===== src/rtl/mesh_core_sink_pkg.sv =====
// Shared types for the mesh core sink: packet layout, node count and node id helper.
package mesh_core_sink_pkg;

    localparam int MESH_X = 4;
    localparam int MESH_Y = 4;
    localparam int NODES  = MESH_X * MESH_Y;
    localparam int SRC_W  = $clog2(NODES);
    localparam int DATA_W = 8;

    // The packet's own valid bit travels with the payload; handshaking uses i_data_val.
    typedef struct packed {
        logic              valid;
        logic [SRC_W-1:0]  source;
        logic [SRC_W-1:0]  dest;
        logic [DATA_W-1:0] data;
    } packet_t;

    localparam int PKT_W = $bits(packet_t);

    // Linear node id, row-major across the mesh.
    function automatic logic [SRC_W-1:0] node_id(input int x, input int y);
        return SRC_W'(y * MESH_X + x);
    endfunction

endpackage


===== src/rtl/mesh_core_sink_fifo.sv =====
// Packet FIFO with registered storage; head is readable the cycle after the write edge.
// Exposes its occupancy so the sink can derive its enable from registered state.
module mesh_core_sink_fifo
    import mesh_core_sink_pkg::*;
#(
    parameter int DEPTH = 4,
    parameter int CNT_W = $clog2(DEPTH + 1)
) (
    input  logic             clk,
    input  logic             reset_n,
    input  logic             wr_en_i,
    input  packet_t          wr_data_i,
    input  logic             rd_en_i,
    output packet_t          rd_data_o,
    output logic             rd_val_o,
    output logic [CNT_W-1:0] count_o
);

    localparam int PTR_W = $clog2(DEPTH);

    packet_t          mem_q [DEPTH];
    logic [PTR_W-1:0] wr_ptr_q;
    logic [PTR_W-1:0] rd_ptr_q;
    logic [CNT_W-1:0] count_q;
    logic [CNT_W-1:0] count_d;
    logic             do_wr;
    logic             do_rd;

    // Writes are dropped when full and reads ignored when empty.
    assign do_wr = wr_en_i && (count_q != CNT_W'(DEPTH));
    assign do_rd = rd_en_i && (count_q != '0);

    // Occupancy next state: simultaneous push and pop leave it unchanged.
    always_comb begin
        count_d = count_q;
        case ({do_wr, do_rd})
            2'b10:   count_d = count_q + CNT_W'(1);
            2'b01:   count_d = count_q - CNT_W'(1);
            default: count_d = count_q;
        endcase
    end

    // Pointer and occupancy registers.
    always_ff @(posedge clk) begin
        if (!reset_n) begin
            wr_ptr_q <= '0;
            rd_ptr_q <= '0;
            count_q  <= '0;
        end else begin
            if (do_wr) wr_ptr_q <= wr_ptr_q + PTR_W'(1);
            if (do_rd) rd_ptr_q <= rd_ptr_q + PTR_W'(1);
            count_q <= count_d;
        end
    end

    // Payload storage; contents are don't-care while the slot is empty.
    always_ff @(posedge clk) begin
        if (do_wr) mem_q[wr_ptr_q] <= wr_data_i;
    end

    assign rd_val_o  = (count_q != '0);
    assign rd_data_o = rd_val_o ? mem_q[rd_ptr_q] : '0;
    assign count_o   = count_q;

endmodule


===== src/rtl/mesh_core_sink.sv =====
// Core-port receiver: terminates valid/enable flow control, buffers packets for the
// core, and checks destination and per-source in-order delivery.
// Handshake: a packet is taken on a posedge where i_data_val && o_en; o_en depends on
// registered state only. The core pops the head on a posedge where o_data_val && i_drain.
module mesh_core_sink
    import mesh_core_sink_pkg::*;
#(
    parameter int X_NODES    = 4,
    parameter int Y_NODES    = 4,
    parameter int X_LOC      = 0,
    parameter int Y_LOC      = 0,
    parameter int FIFO_DEPTH = 4,
    parameter int CNT_W      = 16
) (
    input  logic             clk,
    input  logic             reset_n,
    input  packet_t          i_data,
    input  logic             i_data_val,
    output logic             o_en,
    input  logic             i_drain,
    output packet_t          o_data,
    output logic             o_data_val,
    output logic [CNT_W-1:0] o_rx_count,
    output logic             o_misroute,
    output logic             o_seq_err,
    output logic [SRC_W-1:0] o_err_source
);

    localparam int               N_NODES  = X_NODES * Y_NODES;
    localparam int               FCNT_W   = $clog2(FIFO_DEPTH + 1);
    localparam logic [SRC_W-1:0] LOCAL_ID = SRC_W'(Y_LOC * X_NODES + X_LOC);

    logic              reset_n_q;
    logic [FCNT_W-1:0] fifo_count;
    logic              accept;
    logic              src_ok;
    logic              dest_bad;
    logic              seq_bad;

    logic [CNT_W-1:0]  rx_count_q,   rx_count_d;
    logic              misroute_q,   misroute_d;
    logic              seq_err_q,    seq_err_d;
    logic [SRC_W-1:0]  err_source_q, err_source_d;
    logic [DATA_W-1:0] expected_q [N_NODES];
    logic [DATA_W-1:0] expected_d [N_NODES];

    // Delayed reset release so o_en rises one edge after reset_n is seen high.
    always_ff @(posedge clk) begin
        reset_n_q <= reset_n;
    end

    assign o_en   = reset_n_q && (fifo_count < FCNT_W'(FIFO_DEPTH));
    assign accept = i_data_val && o_en;

    // Sources outside the mesh cannot index the sequence table.
    if (N_NODES >= (1 << SRC_W)) begin : g_src_all
        assign src_ok = 1'b1;
    end else begin : g_src_range
        assign src_ok = (i_data.source < SRC_W'(N_NODES));
    end

    mesh_core_sink_fifo #(
        .DEPTH (FIFO_DEPTH),
        .CNT_W (FCNT_W)
    ) u_fifo (
        .clk       (clk),
        .reset_n   (reset_n),
        .wr_en_i   (accept),
        .wr_data_i (i_data),
        .rd_en_i   (i_drain),
        .rd_data_o (o_data),
        .rd_val_o  (o_data_val),
        .count_o   (fifo_count)
    );

    // Checker next state: counters, sticky flags and the per-source expected table.
    always_comb begin
        rx_count_d   = rx_count_q;
        misroute_d   = misroute_q;
        seq_err_d    = seq_err_q;
        err_source_d = err_source_q;
        expected_d   = expected_q;
        dest_bad     = (i_data.dest != LOCAL_ID) || !src_ok;
        seq_bad      = 1'b0;
        if (accept) begin
            if (rx_count_q != '1) rx_count_d = rx_count_q + CNT_W'(1);
            if (src_ok) begin
                seq_bad = (i_data.data != expected_q[i_data.source]);
                // Match or mismatch, the table follows the received data.
                expected_d[i_data.source] = i_data.data + DATA_W'(1);
            end
            if (dest_bad) misroute_d = 1'b1;
            if (seq_bad)  seq_err_d  = 1'b1;
            if (dest_bad || seq_bad) err_source_d = i_data.source;
        end
    end

    // Checker state registers.
    always_ff @(posedge clk) begin
        if (!reset_n) begin
            rx_count_q   <= '0;
            misroute_q   <= 1'b0;
            seq_err_q    <= 1'b0;
            err_source_q <= '0;
            for (int i = 0; i < N_NODES; i++) expected_q[i] <= DATA_W'(1);
        end else begin
            rx_count_q   <= rx_count_d;
            misroute_q   <= misroute_d;
            seq_err_q    <= seq_err_d;
            err_source_q <= err_source_d;
            expected_q   <= expected_d;
        end
    end

    assign o_rx_count   = rx_count_q;
    assign o_misroute   = misroute_q;
    assign o_seq_err    = seq_err_q;
    assign o_err_source = err_source_q;

endmodule


===== config.mk =====
export PLATFORM = sky130hd
export DESIGN_NAME = mesh_core_sink
export DESIGN_NICKNAME = d
export VERILOG_FILES = /design/src/rtl/mesh_core_sink_pkg.sv /design/src/rtl/mesh_core_sink_fifo.sv /design/src/rtl/mesh_core_sink.sv
export SDC_FILE = /design/constraint.sdc
export NUM_CORES = 1
export LEC_CHECK = 0
export CAP_MARGIN = 20
export CORE_MARGIN = 3
export CORE_UTILIZATION = 52
export CTS_CLUSTER_SIZE = 20
export DETAILED_ROUTE_END_ITERATION = 10
export PLACE_DENSITY = 0.74
export SETUP_SLACK_MARGIN = 0.3
export SLEW_MARGIN = 20
export SYNTH_ARGS = -nofsm -noshare
export SYNTH_HDL_FRONTEND = slang
export SYNTH_SLANG_ARGS = --single-unit

===== constraint.sdc =====
create_clock -name clk -period 2.7 [get_ports clk]
set_input_delay 0.405 -clock clk [delete_from_list [all_inputs] [get_ports clk]]
set_output_delay 0.405 -clock clk [all_outputs]
set_load 0.01 [all_outputs]

### Yosys cells after proc, flatten, opt, wreduce, memory -nomap -nowiden

Memory sizes are Yosys's and may differ from the RTL's. A register that Yosys moved wholly into a read port is not among the register bits.
Cells that the tools add are included.

* memories: 1
* bits in latches: 0
* bits in read-only memories: 0
* logic and storage cells: 66
* bits in writable memories: 68
* register bits after elaboration: 158
* input bits: 21
* output and inout port bits: 41

* divide/modulo/power cells: 0
* add/subtract/negate cells: 6
* muxes and demuxes: 13
* reduce and logical (&&, ||, !) cells: 13
* equality and inequality tests: 5
* bitwise logic cells: 1
* shift operators: 0
* order comparisons: 3
* multipliers: 0

Memories
* u_fifo.mem_q: words 4, width 17, read ports 1, clocked after Yosys merged registers in 1, wr ports 1, RTL line mesh_core_sink_fifo.sv:21 `packet_t mem_q [DEPTH];`

Operator list (count)
* bitwise mux 128 bit: 1
* binary-select mux 8 bit (select 4 bit): 1
* demux 8 bit (select 4 bit): 1
* 2-to-1 mux 8 bit: 3
* 2-to-1 mux 17 bit: 1
* adder 16 x 1 -> 16 bit (second input constant): 1
* != test 16 bit (second input constant): 1
* adder 8 x 1 -> 8 bit (second input constant): 1
* != test 8 bit: 1
* AND reduction 2 bit: 4
* one-hot mux 3 bit (2 select lines): 1
* greater-or-equal comparator 5 bit (second input constant): 1
* logical AND 1 bit: 5
* less-than comparator 5 x 1 -> 1 bit (second input constant): 1
* inverter 4 -> 5 bit: 1
* adder 2 x 1 -> 2 bit (second input constant): 2
* 2-to-1 mux 2 bit: 2
* nonzero test 4 bit: 1
* adder 3 x 1 -> 3 bit (second input constant): 1
* less-than comparator 3 bit (second input constant): 1
* 2-to-1 mux 1 bit: 3
* != test 3 bit (second input constant): 1
* nonzero test 3 bit: 1
* subtractor 3 x 1 -> 3 bit (second input constant): 1
* other kinds (4): 4

### Depth between registers and ports, before layout

* depth after elaboration: 8
* depth in mapped cells: 10
* depth with buffers taken out: 9

### Cells and area by module

A second synthesis with hierarchy kept.

* cell total of the unflattened synthesis: 838
* area total of the unflattened synthesis: 9973.3 µm²

Modules (own cells, without submodules)
* mesh_core_sink: cells each 676, area each 6891.6 µm², times used 1, seq. area each 3022.9 µm²
* mesh_core_sink_fifo: cells each 162, area each 3081.7 µm², times used 1, seq. area each 2222.1 µm²

### Worst setup path after synthesis

No wires, ideal clock.

* path type: in2reg
* start: input port i_data[13] in the netlist's numbering
* end: register err_source_q[0] (netlist: o_err_source[0])
* required time: 2.575 ns
* setup time: 0.125 ns
* buffers on the path: 3
* arrival: 2.514 ns
* path slack: 0.060 ns
* stages: 10
* cells stage by stage: buf_6 > clkbuf_1 > buf_2 > mux4_2 > mux2i_1 > mux2i_1 > xor2_1 > nor4_1 > a31oi_4 > mux2i_1

* longest elaborated chain between the ends: 8

RTL lines
* start: declaration: RTL line mesh_core_sink.sv:17 `input packet_t i_data,`
* inverter 4 -> 5 bit (implied by the code): RTL line mesh_core_sink.sv:88 `seq_bad = (i_data.data != expected_q[i_data.source]);`
* binary-select mux 8 bit (select 4 bit): RTL line mesh_core_sink.sv:88
* 2-to-1 mux 8 bit (implied by the code) (2 in series): RTL line mesh_core_sink.sv:88
* != test 8 bit: RTL line mesh_core_sink.sv:88
* 2-to-1 mux 1 bit: RTL line mesh_core_sink.sv:85 `if (accept) begin`
* logical OR 1 bit: RTL line mesh_core_sink.sv:94 `if (dest_bad || seq_bad) err_source_d = i_data.source;`
* AND reduction 2 bit (no line)
* end signal: assignment: RTL line mesh_core_sink.sv:110 `err_source_q <= err_source_d;`
* end: declaration: RTL line mesh_core_sink.sv:43 `logic [SRC_W-1:0] err_source_q, err_source_d;`

Every way passes these cells. The select of a mux whose other input is x is not followed.
A chain may end at the register's enable or synchronous reset.

==> flow_metrics.tcl <==
set metrics [dict create \
    die_w_um 144 \
    dieArea_um2 20800 \
    dr.pass1.iters 5 \
    die_h_um 144 \
    postLayoutCellArea_um2 11900 \
    hold_class "in2reg" \
    clock_latency_ns 0.51 \
    drtIter0Drc 476 \
    p_leak_nw 5.39 \
    grt.overflow.total 0 \
    ys_seq_area_frac 0.528 \
    ant_nets 0 \
    multi_input_area_um2 4410 \
    critPathSlowestCell "mux4_2" \
    slew_headroom 0.568 \
    place_ws_ns -0.0950 \
    fmax_ghz 0.413 \
    synthSimpleGateAreaFrac 0.128 \
    tightest_slew_ns 0.642 \
    synth_edf_count 68 \
    crit_type "reg2out" \
    cap_viol_max_count 0 \
    yosysWarningCount 0 \
    min_period_ns 2.42 \
    setup_viol 0 \
    regToRegEndpoint "o_err_source[0]" \
    final_cell_count_no_fill 1181 \
    port_buffers 61 \
    grt_setup_unrepaired "yes" \
    finalPower_mw 8.28 \
    status "complete, no violations" \
    required_ns 2.30 \
    syn2layout_area_growth_pct 19.5 \
    rows 49 \
    synthAdderAreaFrac 0.0108 \
    drive_gt1_frac 0.193 \
    final_hold_viol_count 0 \
    fillerInstances 1461 \
    setup_slack_ns 0.276 \
    synth-seq-cells 228 \
    cts_tree "yes" \
    grt_usage 0.216 \
    synth_top_area_frac 0.322 \
    fin_skew_ns 0.0138 \
    post-route-period-util 0.898 \
    placed_area_um2 11100 \
    clock_sinks 228 \
    fin_util 0.645 \
    ys_top_cells_by_area "dfxtp_1, edfxtp_1, mux4_2" \
    routed-via-count 6815 \
    synth_nets 873 \
    cp_cell_sequence "buf_12 -> buf_12 -> mux4_2 -> and2_1 -> dlygate4sd2_1" \
    yosys.area_share.xor_xnor 0.0247 \
    cp-end-kind "primary output" \
    crit_fanout 6 \
    cts-root-buf "clkbuf_16" \
    hpwl_um 14700 \
    place_congestion 0.827 \
    cp-start-kind "flip-flop" \
    synth_top_family_by_area "multiplexers" \
    n_antenna_cell 0 \
    wire_per_inst_um 18.7 \
    dp_cells 1129 \
    setup_tns_ns 0 \
    synthCells 844 \
    cp_common_cell "buf_12" \
    muxShareOfSynthArea 0.145 \
    drv_slew 0 \
    htreeDepth 1 \
    cp_slowest_stage_delay_ns 0.49 \
    layout_commonest_cell "dfxtp_1" \
    core_um2 18400 \
    r2r_slack_ns 0.31 \
    drc_errors 0 \
    endpoint "o_data[12]" \
    synth_top_area_cell "dfxtp_1" \
    final_cell_mix "dfxtp_1, nand2_1, o211a_1" \
    ir_drop_uv 392 \
    grt_max_degree 66 \
    grt_pass1_vias 6512 \
    rr_startpoint "expected_q[71]" \
    cts.path.max_buffers 3 \
    synth_compound_area_frac 0.131 \
    seqCellArea_um2 5250 \
    path_clk_slew_ns 0.06 \
    cts_inserted_buffers 23 \
    nNetsFinal 964 \
    grt_pass1_wl_um 35600 \
    synth.avg_cell_area_um2 11.8 \
    yosys.cell_types.count 48 \
    wl_um 22100 \
    via_per_inst 5.77 \
    antenna_found_initial 0 \
    start_util 0.540 \
    syn-cell-area_um2 9940 \
    rr_worst_depth 7 \
    io_pins 62 \
    timing.hold.ws_ns 0.301 \
    cp.arrival_ns 2.02 \
    p_per_area_nw_per_um2 698 \
    yosys_most_used_dff "dfxtp_1" \
    async_flop_share 0 \
]
synthesized netlist by cell type, types with 2 or more instances:
master / n
nand3_1: 9
buf_1: 2
edfxtp_1: 68
xor2_1: 16
inv_1: 10
nand4_1: 3
buf_2: 10
o21a_1: 2
or3_1: 11
a21boi_0: 3
and3_1: 7
nand2_1: 149
o211a_1: 96
dfxtp_1: 160
nor3_1: 11
nor2b_1: 20
mux2i_1: 34
a22o_1: 2
xnor2_1: 12
a21boi_1: 6
mux2_1: 2
nand2b_1: 2
nor2_1: 19
mux2_2: 2
buf_4: 3
mux4_2: 47
inv_2: 2
clkbuf_1: 48
o21ai_1: 17
and4_1: 3
o21ai_0: 13
and2_1: 32
o22ai_1: 2
ha_1: 7
report_power, final:
group | switching (mW) | leakage, nW | internal (mW)
Sequential | 0.0645 | 1.91 | 3.65
Clock | 1.27 | 0.357 | 1.81
Combinational | 0.714 | 3.12 | 0.772
Total | 2.05 | 5.39 | 6.23
flip-flops by register name, indices dropped and copies added (netlist names), named ones only:
register / flops
expected_q: 128
u_fifo.rd_ptr_q: 2
u_fifo.mem_q: 68
o_rx_count: 16
o_misroute: 1
o_err_source: 4
u_fifo.wr_ptr_q: 2
u_fifo.count_o: 3
o_seq_err: 1
reset_n_q: 1
worst min-delay path by stage:
stage / cells past startpoint / endpoint / start
3_3_place_gp: 2 / o_err_source[1] / o_err_source[1]
4_1_cts: 1 / u_fifo.mem_q[0][14] / i_data[14]
3_5_place_dp: 2 / o_err_source[1] / o_err_source[1]
6_report: 1 / u_fifo.mem_q[0][14] / i_data[14]
5_1_grt: 1 / u_fifo.mem_q[0][14] / i_data[14]
2_1_floorplan: 0 / reset_n_q / reset_n
metal layers:
metal / wire (um) / up-vias / global-route usage
li1: - / 3252 / -
met1: 9890 / 3337 / 0.298
met2: 10600 / 186 / 0.363
met3: 1180 / 40 / 0.0288
met4: 466 / 0 / 0.0560
met5: 0 / - / 0
final cells by class:
class,instances,area share
clock inverter,13,0.00959
clock buffer,29,0.0521
timing repair buffer,130,0.0969
multi-input combinational,540,0.371
tap,229,0.0241
sequential,228,0.442
inverter,12,0.00379
critical path: cells and delay by family, from the launching register on:
family / cells / cell delay (ns)
buffers and inverters: 3 / 0.50
flip-flops: 1 / 0.36
multiplexers: 1 / 0.49
AND/OR/NAND/NOR: 1 / 0.16
timing repair:
| action | in CTS | in global routing |
|---|---|---|
| setup buffers | 2 | 7 |
| gates resized for setup | 21 | 35 |
| hold buffers | 0 | 0 |
| endpoints found under the setup margin | 27 | 35 |
| gates cloned | 1 | 0 |
| pin swaps | 0 | 1 |
cell families (layout without fill, tap and decap cells):
kind of cell | count (synthesis) | after routing
flip-flops | 228 | 228
multiplexers | 85 | 85
AO/OA/AOI/OAI | 148 | 148
AND/OR/NAND/NOR | 271 | 271
adder cells (fa/ha/maj) | 8 | 8
XOR/XNOR | 28 | 28
buffers and inverters | 76 | 184
(Power assumes the default switching activity.)
